$ cat config.mk
export PLATFORM = sky130hd
export DESIGN_NAME = decode_queue
export DESIGN_NICKNAME = d
export VERILOG_FILES = /design/src/rtl/decode_queue_pkg.sv /design/src/rtl/decode_queue_rv_decoder.sv /design/src/rtl/decode_queue.sv
export SDC_FILE = /design/constraint.sdc
export NUM_CORES = 1
export LEC_CHECK = 0
export ABC_CLOCK_PERIOD_IN_PS = 3850
export CORE_ASPECT_RATIO = 1.1
export CORE_MARGIN = 1
export CORE_UTILIZATION = 45
export CTS_BUF_LIST = sky130_fd_sc_hd__clkbuf_2 sky130_fd_sc_hd__clkbuf_4 sky130_fd_sc_hd__clkbuf_8
export CTS_CLUSTER_DIAMETER = 120
export DETAILED_ROUTE_END_ITERATION = 10
export PLACE_DENSITY = 0.64
export SETUP_SLACK_MARGIN = 0.1
export SYNTH_ARGS = -nofsm -noshare
export SYNTH_HDL_FRONTEND = slang
export SYNTH_SLANG_ARGS = --single-unit
$ cat constraint.sdc
create_clock -name clk -period 3.85 [get_ports clk]
set_clock_uncertainty 0.05 [all_clocks]
set_input_delay 0.9625 -clock clk [delete_from_list [all_inputs] [get_ports clk]]
set_output_delay 0.9625 -clock clk [all_outputs]
set_load 0.03 [all_outputs]
$ cat src/rtl/decode_queue_pkg.sv
// Shared types for the decode queue: decoded control word, queue entry and ALU operations.
// ALU_MUL..ALU_REMU are only produced when the decoder is built with RV32M_EN.
package decode_queue_pkg;

    localparam int INSTR_WIDTH = 32;

    typedef logic [INSTR_WIDTH-1:0] instruction_type;

    localparam instruction_type BUBBLE_INSTR = 32'h0000_1111;

    localparam logic [6:0] OPC_OP     = 7'b0110011;
    localparam logic [6:0] OPC_OP_IMM = 7'b0010011;
    localparam logic [6:0] OPC_LOAD   = 7'b0000011;
    localparam logic [6:0] OPC_STORE  = 7'b0100011;
    localparam logic [6:0] OPC_BRANCH = 7'b1100011;
    localparam logic [6:0] OPC_LUI    = 7'b0110111;
    localparam logic [6:0] OPC_AUIPC  = 7'b0010111;
    localparam logic [6:0] OPC_JAL    = 7'b1101111;
    localparam logic [6:0] OPC_JALR   = 7'b1100111;

    localparam logic [6:0] F7_BASE   = 7'b0000000;
    localparam logic [6:0] F7_ALT    = 7'b0100000;
    localparam logic [6:0] F7_MULDIV = 7'b0000001;

    // ALU_MUL..ALU_REMU follow funct3 order so the decoder can index them directly.
    typedef enum logic [4:0] {
        ALU_ADD, ALU_SUB, ALU_SLL, ALU_SLT, ALU_SLTU, ALU_XOR, ALU_SRL, ALU_SRA,
        ALU_OR, ALU_AND,
        ALU_MUL, ALU_MULH, ALU_MULHSU, ALU_MULHU, ALU_DIV, ALU_DIVU, ALU_REM, ALU_REMU
    } alu_op_type;

    typedef enum logic [2:0] {
        R_TYPE, I_TYPE, S_TYPE, B_TYPE, U_TYPE, J_TYPE
    } instr_format_type;

    typedef struct packed {
        alu_op_type       alu_op;
        logic             alu_src;
        logic             reg_write;
        logic             mem_read;
        logic             mem_write;
        logic             branch;
        logic             jump;
        instr_format_type fmt;
    } control_type;

    typedef struct packed {
        control_type     control;
        instruction_type instr;
        logic            illegal;
    } decode_entry_type;

    function automatic alu_op_type alu_op_from_funct3(input logic [2:0] funct3, input logic alt);
        case (funct3)
            3'b000:  return alt ? ALU_SUB : ALU_ADD;
            3'b001:  return ALU_SLL;
            3'b010:  return ALU_SLT;
            3'b011:  return ALU_SLTU;
            3'b100:  return ALU_XOR;
            3'b101:  return alt ? ALU_SRA : ALU_SRL;
            3'b110:  return ALU_OR;
            default: return ALU_AND;
        endcase
    endfunction

endpackage

$ cat src/rtl/decode_queue_rv_decoder.sv
// Combinational RV32I decoder; RV32M_EN adds the multiply/divide group.
// Any unrecognised encoding yields an all-zero control word with decode_failed set.
module rv_decoder
    import decode_queue_pkg::*;
(
    input  instruction_type instr,
    output control_type     control,
    output logic            decode_failed
);

    logic [6:0]  opcode;
    logic [2:0]  funct3;
    logic [6:0]  funct7;
    control_type ctrl;
    logic        bad;

    assign opcode = instr[6:0];
    assign funct3 = instr[14:12];
    assign funct7 = instr[31:25];

    always_comb begin
        // NOTE: every output gets a default first so no path through the case infers a latch.
        ctrl = '0;
        bad  = 1'b0;
        if (instr != BUBBLE_INSTR) begin
            case (opcode)
                OPC_OP: begin
                    ctrl.reg_write = 1'b1;
                    ctrl.fmt       = R_TYPE;
                    if (funct7 == F7_BASE) begin
                        ctrl.alu_op = alu_op_from_funct3(funct3, 1'b0);
                    end else if (funct7 == F7_ALT && (funct3 == 3'b000 || funct3 == 3'b101)) begin
                        ctrl.alu_op = alu_op_from_funct3(funct3, 1'b1);
                    end else if (funct7 == F7_MULDIV) begin
`ifdef RV32M_EN
                        ctrl.alu_op = alu_op_type'(ALU_MUL + {2'b00, funct3});
`else
                        bad = 1'b1;
`endif
                    end else begin
                        bad = 1'b1;
                    end
                end
                OPC_OP_IMM: begin
                    ctrl.alu_src   = 1'b1;
                    ctrl.reg_write = 1'b1;
                    ctrl.fmt       = I_TYPE;
                    case (funct3)
                        3'b001: begin
                            if (funct7 == F7_BASE) ctrl.alu_op = ALU_SLL;
                            else                   bad = 1'b1;
                        end
                        3'b101: begin
                            if (funct7 == F7_BASE)     ctrl.alu_op = ALU_SRL;
                            else if (funct7 == F7_ALT) ctrl.alu_op = ALU_SRA;
                            else                       bad = 1'b1;
                        end
                        default: ctrl.alu_op = alu_op_from_funct3(funct3, 1'b0);
                    endcase
                end
                OPC_LOAD: begin
                    ctrl.alu_src   = 1'b1;
                    ctrl.reg_write = 1'b1;
                    ctrl.mem_read  = 1'b1;
                    ctrl.fmt       = I_TYPE;
                    bad = !(funct3 inside {3'b000, 3'b001, 3'b010, 3'b100, 3'b101});
                end
                OPC_STORE: begin
                    ctrl.alu_src   = 1'b1;
                    ctrl.mem_write = 1'b1;
                    ctrl.fmt       = S_TYPE;
                    bad = !(funct3 inside {3'b000, 3'b001, 3'b010});
                end
                OPC_BRANCH: begin
                    ctrl.alu_op = ALU_SUB;
                    ctrl.branch = 1'b1;
                    ctrl.fmt    = B_TYPE;
                    bad = (funct3 == 3'b010) || (funct3 == 3'b011);
                end
                OPC_LUI, OPC_AUIPC: begin
                    ctrl.alu_src   = 1'b1;
                    ctrl.reg_write = 1'b1;
                    ctrl.fmt       = U_TYPE;
                end
                OPC_JAL: begin
                    ctrl.jump      = 1'b1;
                    ctrl.reg_write = 1'b1;
                    ctrl.fmt       = J_TYPE;
                end
                OPC_JALR: begin
                    ctrl.jump      = 1'b1;
                    ctrl.reg_write = 1'b1;
                    ctrl.alu_src   = 1'b1;
                    ctrl.fmt       = I_TYPE;
                    bad = (funct3 != 3'b000);
                end
                default: bad = 1'b1;
            endcase
        end
        if (bad) ctrl = '0;
    end

    assign control       = ctrl;
    assign decode_failed = bad;

endmodule

$ cat src/rtl/decode_queue.sv
// Decoded-instruction FIFO between fetch and execute; decode happens once, at push.
// RV32M_EN (see rv_decoder) enables the multiply/divide decode.
module decode_queue
    import decode_queue_pkg::*;
#(
    parameter int DEPTH         = 4,
    parameter int PC_WIDTH      = 32,
    parameter int ILL_CNT_WIDTH = 16
) (
    input  logic                       clk,
    input  logic                       reset_n,
    input  logic                       flush,
    input  logic                       in_valid,
    output logic                       in_ready,
    input  instruction_type            in_instr,
    input  logic [PC_WIDTH-1:0]        in_pc,
    output logic                       out_valid,
    input  logic                       out_ready,
    output control_type                out_control,
    output instruction_type            out_instr,
    output logic [PC_WIDTH-1:0]        out_pc,
    output logic                       out_illegal,
    output logic [ILL_CNT_WIDTH-1:0]   illegal_count,
    output logic [$clog2(DEPTH):0]     count
);

    localparam int PTR_W = $clog2(DEPTH);
    localparam int CNT_W = PTR_W + 1;

    typedef logic [PTR_W-1:0] ptr_type;

    decode_entry_type      entry_mem [DEPTH];
    logic [PC_WIDTH-1:0]   pc_mem    [DEPTH];
    ptr_type               wr_ptr;
    ptr_type               rd_ptr;
    control_type           dec_control;
    logic                  dec_failed;
    decode_entry_type      head;
    logic                  push;
    logic                  pop;

    rv_decoder u_decoder (
        .instr         (in_instr),
        .control       (dec_control),
        .decode_failed (dec_failed)
    );

    // in_ready depends only on registered occupancy and flush, never on out_ready.
    assign in_ready  = (count < CNT_W'(DEPTH)) && !flush;
    assign out_valid = (count != '0);
    assign push      = in_valid && in_ready;
    assign pop       = out_valid && out_ready;

    // NOTE: the slot storage is not reset; count gates every read, so stale contents are never observed.
    always_ff @(posedge clk) begin
        if (push) begin
            entry_mem[wr_ptr] <= '{control: dec_control, instr: in_instr, illegal: dec_failed};
            pc_mem[wr_ptr]    <= in_pc;
        end
    end

    // NOTE: state registers use non-blocking assignments so every read in this block sees pre-edge values.
    always_ff @(posedge clk or negedge reset_n) begin
        if (!reset_n) begin
            wr_ptr <= '0;
            rd_ptr <= '0;
            count  <= '0;
        end else if (flush) begin
            wr_ptr <= '0;
            rd_ptr <= '0;
            count  <= '0;
        end else begin
            if (push) wr_ptr <= wr_ptr + ptr_type'(1);
            if (pop)  rd_ptr <= rd_ptr + ptr_type'(1);
            case ({push, pop})
                2'b10:   count <= count + CNT_W'(1);
                2'b01:   count <= count - CNT_W'(1);
                default: count <= count;
            endcase
        end
    end

    // Survives flush: it counts what fetch delivered, not what execute consumed.
    always_ff @(posedge clk or negedge reset_n) begin
        if (!reset_n) begin
            illegal_count <= '0;
        end else if (push && dec_failed && (illegal_count != '1)) begin
            illegal_count <= illegal_count + ILL_CNT_WIDTH'(1);
        end
    end

    assign head        = entry_mem[rd_ptr];
    assign out_control = out_valid ? head.control : '0;
    assign out_instr   = out_valid ? head.instr   : '0;
    assign out_illegal = out_valid ? head.illegal : 1'b0;
    assign out_pc      = out_valid ? pc_mem[rd_ptr] : '0;

endmodule
==> qor.tcl <==
set qor(detailedPlacementHpwl_um) 17400
set qor(mappedNetlistNets) 783
set qor(critPathLaunchType) {flop}
set qor(status) {completed}
set qor(worst_r2r_path_depth) 8
set qor(cts.clk_slew.worst_paths_ps) 60
set qor(synth-seq-area-share_pct) 73.5
set qor(cts.sinks) 335
set qor(timing.final.hold_violations) 0
set qor(path_max_fanout) 26
set qor(r2r-end) {count[2]$_DFFE_PN0P_}
set qor(grt_antenna_before_repair) 0
set qor(drt-vias-per-instance) 5.49
set qor(fp.dieW_um) 167
set qor(hold_end) {illegal_count[10]$_DFFE_PN0P_}
set qor(achievable-frequency_mhz) 271
set qor(clk_path_buf_depth) 3
set qor(hp-class) {flop to flop}
set qor(routabilityCongestion) 0.923
set qor(peakVddDrop_uv) 498
set qor(async_reset_ff_share_pct) 6.87
set qor(routed-via-count) 7347
set qor(worst_skew_pair_later_pin_latency_ps) 560
set qor(port_buffers) 167
set qor(global_route.usage.total_pct) 19.4
set qor(power.density_nw_per_um2) 706
set qor(finalWorstSetupSlack_ps) 165
set qor(post_synth_edffs) 312
set qor(num_antenna_cells) 0
set qor(core_um2) 29600
set qor(max_slew.worst_pin.slew_ps) 622
set qor(final_min_period_over_clock_period_pct) 95.7
set qor(place_ws_ps) 97.4
set qor(fp.dieH_um) 184
set qor(area_growth_syn_to_layout_pct) 26.0
set qor(cts-hold-fix-buffers) 0
set qor(synthCells) 708
set qor(report.final.setup_viol) 0
set qor(final_max_slew_viol_count) 0
set qor(clock_tree_from_tritoncts) {built}
set qor(synthesis.yosys.warnings) 0
set qor(cts-root-buf) {sky130_fd_sc_hd__clkbuf_8}
set qor(worstPathArrival_ps) 2670
set qor(start_util_pct) 45.8
set qor(hold_depth) 1
set qor(largest_net_degree_at_the_start_of_global_routing) 53
set qor(required_ps) 2840
set qor(postSynthRegisterBits) 335
set qor(drc_errors) 0
set qor(std_cell_rows) 66
set qor(boundaryPins) 169
set qor(post_synthesis_cell_area_um2) 13500
set qor(timing.hold.ws_ps) 455
set qor(unrepaired_setup_endpoints_after_global_routing) {true}
set qor(grt_pass1_wl_um) 45000
set qor(design.final.nets) 997
set qor(post_synth_main_area_contributors) {sky130_fd_sc_hd__edfxtp_1 (69%), sky130_fd_sc_hd__mux4_2 (13%), sky130_fd_sc_hd__dfrtp_1 (4.3%)}
set qor(globalRouteOverflowTotal) 0
set qor(post_route_cells_drive_above_1_share_pct) 22.2
set qor(dr.pass1.iters) 4
set qor(htree_num_levels) 2
set qor(remaining_max_slew_budget_at_the_tightest_pin_pct) 58.2
set qor(yosysTopAreaCell) {sky130_fd_sc_hd__edfxtp_1}
set qor(postRouteAntennaNets) 0
set qor(max_cap_viol_count) 0
set qor(number_of_global_route_vias_before_repair) 7919
set qor(yosys_most_used_dff) {sky130_fd_sc_hd__edfxtp_1}
set qor(syn_area_per_cell_um2) 19.1
set qor(leakagePower_nw) 6.16
set qor(die_ar_um2) 30800
set qor(wl_per_cell_um) 21.7
set qor(reg2reg_slack_ps) 1240
set qor(drt_wl_total_um) 29000
set qor(final_period_minus_worst_setup_slack_ps) 3690
set qor(tritoncts.num_buffers) 54
set qor(dr.first_iter.drc_count) 494
set qor(fin_tns_setup_ps) 0
set qor(reg2reg_from) {count[0]$_DFFE_PN0P_}
set qor(path_class) {flop to output port}
set qor(yosysTopAreaCellShare_pct) 69.2
set qor(synth.distinct_cells) 54
set qor(setup.worst_path.end_class) {output port}
set qor(worst_min_path_start) {illegal_count[10]$_DFFE_PN0P_}
-- per-stage QoR --
stage / total power, mW / cell area [um^2] / std cells / util (%)
after floorplan: 7.30 / 13500 / 708 / -
after global placement: 9.14 / 15900 / 1238 / 53.6
after detailed placement: 9.19 / 15900 / 1238 / 53.6
after CTS: 12.2 / 17000 / 1339 / 57.4
after global routing: 12.6 / 17100 / 1339 / 57.7
final: 12.0 / 17100 / 1339 / 57.7
-- cell usage after synthesis (all sizes together) (2+ instances only) --
master,number
xnor2,19
nor2b,5
and3,15
nor4,8
a21oi,9
a2111oi,2
clkbuf,24
nand4,5
nor3,10
and2,84
a211oi,2
mux4,78
nor2,20
ha,5
a221oi,2
nand2b,3
dfrtp,23
buf,16
nand2,12
nor3b,3
nand3,17
or3,2
edfxtp,312
xor2,2
o21ai,6
inv,5
-- how the worst max path moves through the flow --
stage	from	end	slack (ps)	cells after the start
finish	rd_ptr[0]$_DFFE_PN0P_	out_control[3]	160	4
global route	rd_ptr[0]$_DFFE_PN0P_	out_control[10]	40	4
CTS	rd_ptr[0]$_DFFE_PN0P_	out_instr[3]	70	4
detailed placement	in_instr[25]	entry_mem[0][38]$_DFFE_PP_	100	7
global placement	in_instr[25]	entry_mem[2][38]$_DFFE_PP_	260	7
floorplan	flush	entry_mem[0][0]$_DFFE_PP_	740	3
-- cell families (layout without fill, tap and decap cells) --
kind of cell | Yosys count | count (layout) | share of synthesized area (%)
muxes | 80 | 80 | 13.2
other | 1 | 1 | 0.0277
and+or+nand+nor | 191 | 191 | 8.40
buffers and inverters | 45 | 302 | 1.49
xor gates and xnor gates | 21 | 21 | 1.36
AOI/OAI and AO/OA | 29 | 29 | 1.45
adders and majority gates | 6 | 6 | 0.610
DFF | 335 | 335 | 73.5
-- metal layers --
layer	part of all wire, %	GRT usage, %	vias up
met4	2.0	6.02	0
met2	51	32.7	249
met1	42	25.3	3795
met3	5.1	4.00	54
li1	-	-	3249
met5	0	0	-
-- critical path: stages (launching register included) --
cell                              delay [ps]
sky130_fd_sc_hd__dfrtp_4                 510
sky130_fd_sc_hd__buf_16                  270
sky130_fd_sc_hd__mux4_2                  540
sky130_fd_sc_hd__and2_1                  190
sky130_fd_sc_hd__clkdlybuf4s50_1         590
-- where the power goes --
part | total [mW] | switching [mW] | internal [mW]
registers | 4.41 | 0.137 | 4.28
logic | 4.64 | 2.62 | 2.02
clock network | 2.99 | 1.31 | 1.68
-- registers in the layout, summed over array words and instances, names as in the netlist --
signal and flops:
pc_mem 128, illegal_count 16, rd_ptr 2, entry_mem 184
count 3, wr_ptr 2
-- area by class of cell --
cell class                 count  area [um^2]
tap                          374          468
timing repair buffer         198         2140
clock buffer                  84          981
sequential                   335         9950
inverter                       5         18.8
fill                        2238        12500
multi-input combinational    328         3400
clock inverter                15         90.1
-- what timing repair did --
item                                    in CTS  in global routing
setup buffers                                1                  0
endpoints found under the setup margin      52                 53
resized for setup                           11                 34
cloned                                       1                  0
-- placed cells by master (no fill, tap or decap), types with 6 or more instances in the layout --
cell type                         netlist  layout
sky130_fd_sc_hd__a21oi_1                9       9
sky130_fd_sc_hd__and2_1                84      80
sky130_fd_sc_hd__and3_1                14      14
sky130_fd_sc_hd__buf_12                 0       8
sky130_fd_sc_hd__buf_4                  1      18
sky130_fd_sc_hd__clkbuf_4               0      28
sky130_fd_sc_hd__clkbuf_8               0      56
sky130_fd_sc_hd__clkdlybuf4s50_1        0     126
sky130_fd_sc_hd__clkinv_1               0      10
sky130_fd_sc_hd__dfrtp_1               23      21
sky130_fd_sc_hd__dlygate4sd2_1          0       8
sky130_fd_sc_hd__dlymetal6s2s_1         0      33
sky130_fd_sc_hd__edfxtp_1             312     312
sky130_fd_sc_hd__mux4_2                78      78
sky130_fd_sc_hd__nand2_1               10      10
sky130_fd_sc_hd__nand3_1               17      17
sky130_fd_sc_hd__nor2_1                20      20
sky130_fd_sc_hd__nor3_1                10      10
sky130_fd_sc_hd__nor4_1                 7       7
sky130_fd_sc_hd__o21ai_0                6       6
sky130_fd_sc_hd__xnor2_1               19      19
No activity file was read; power rests on OpenSTA's default activity.
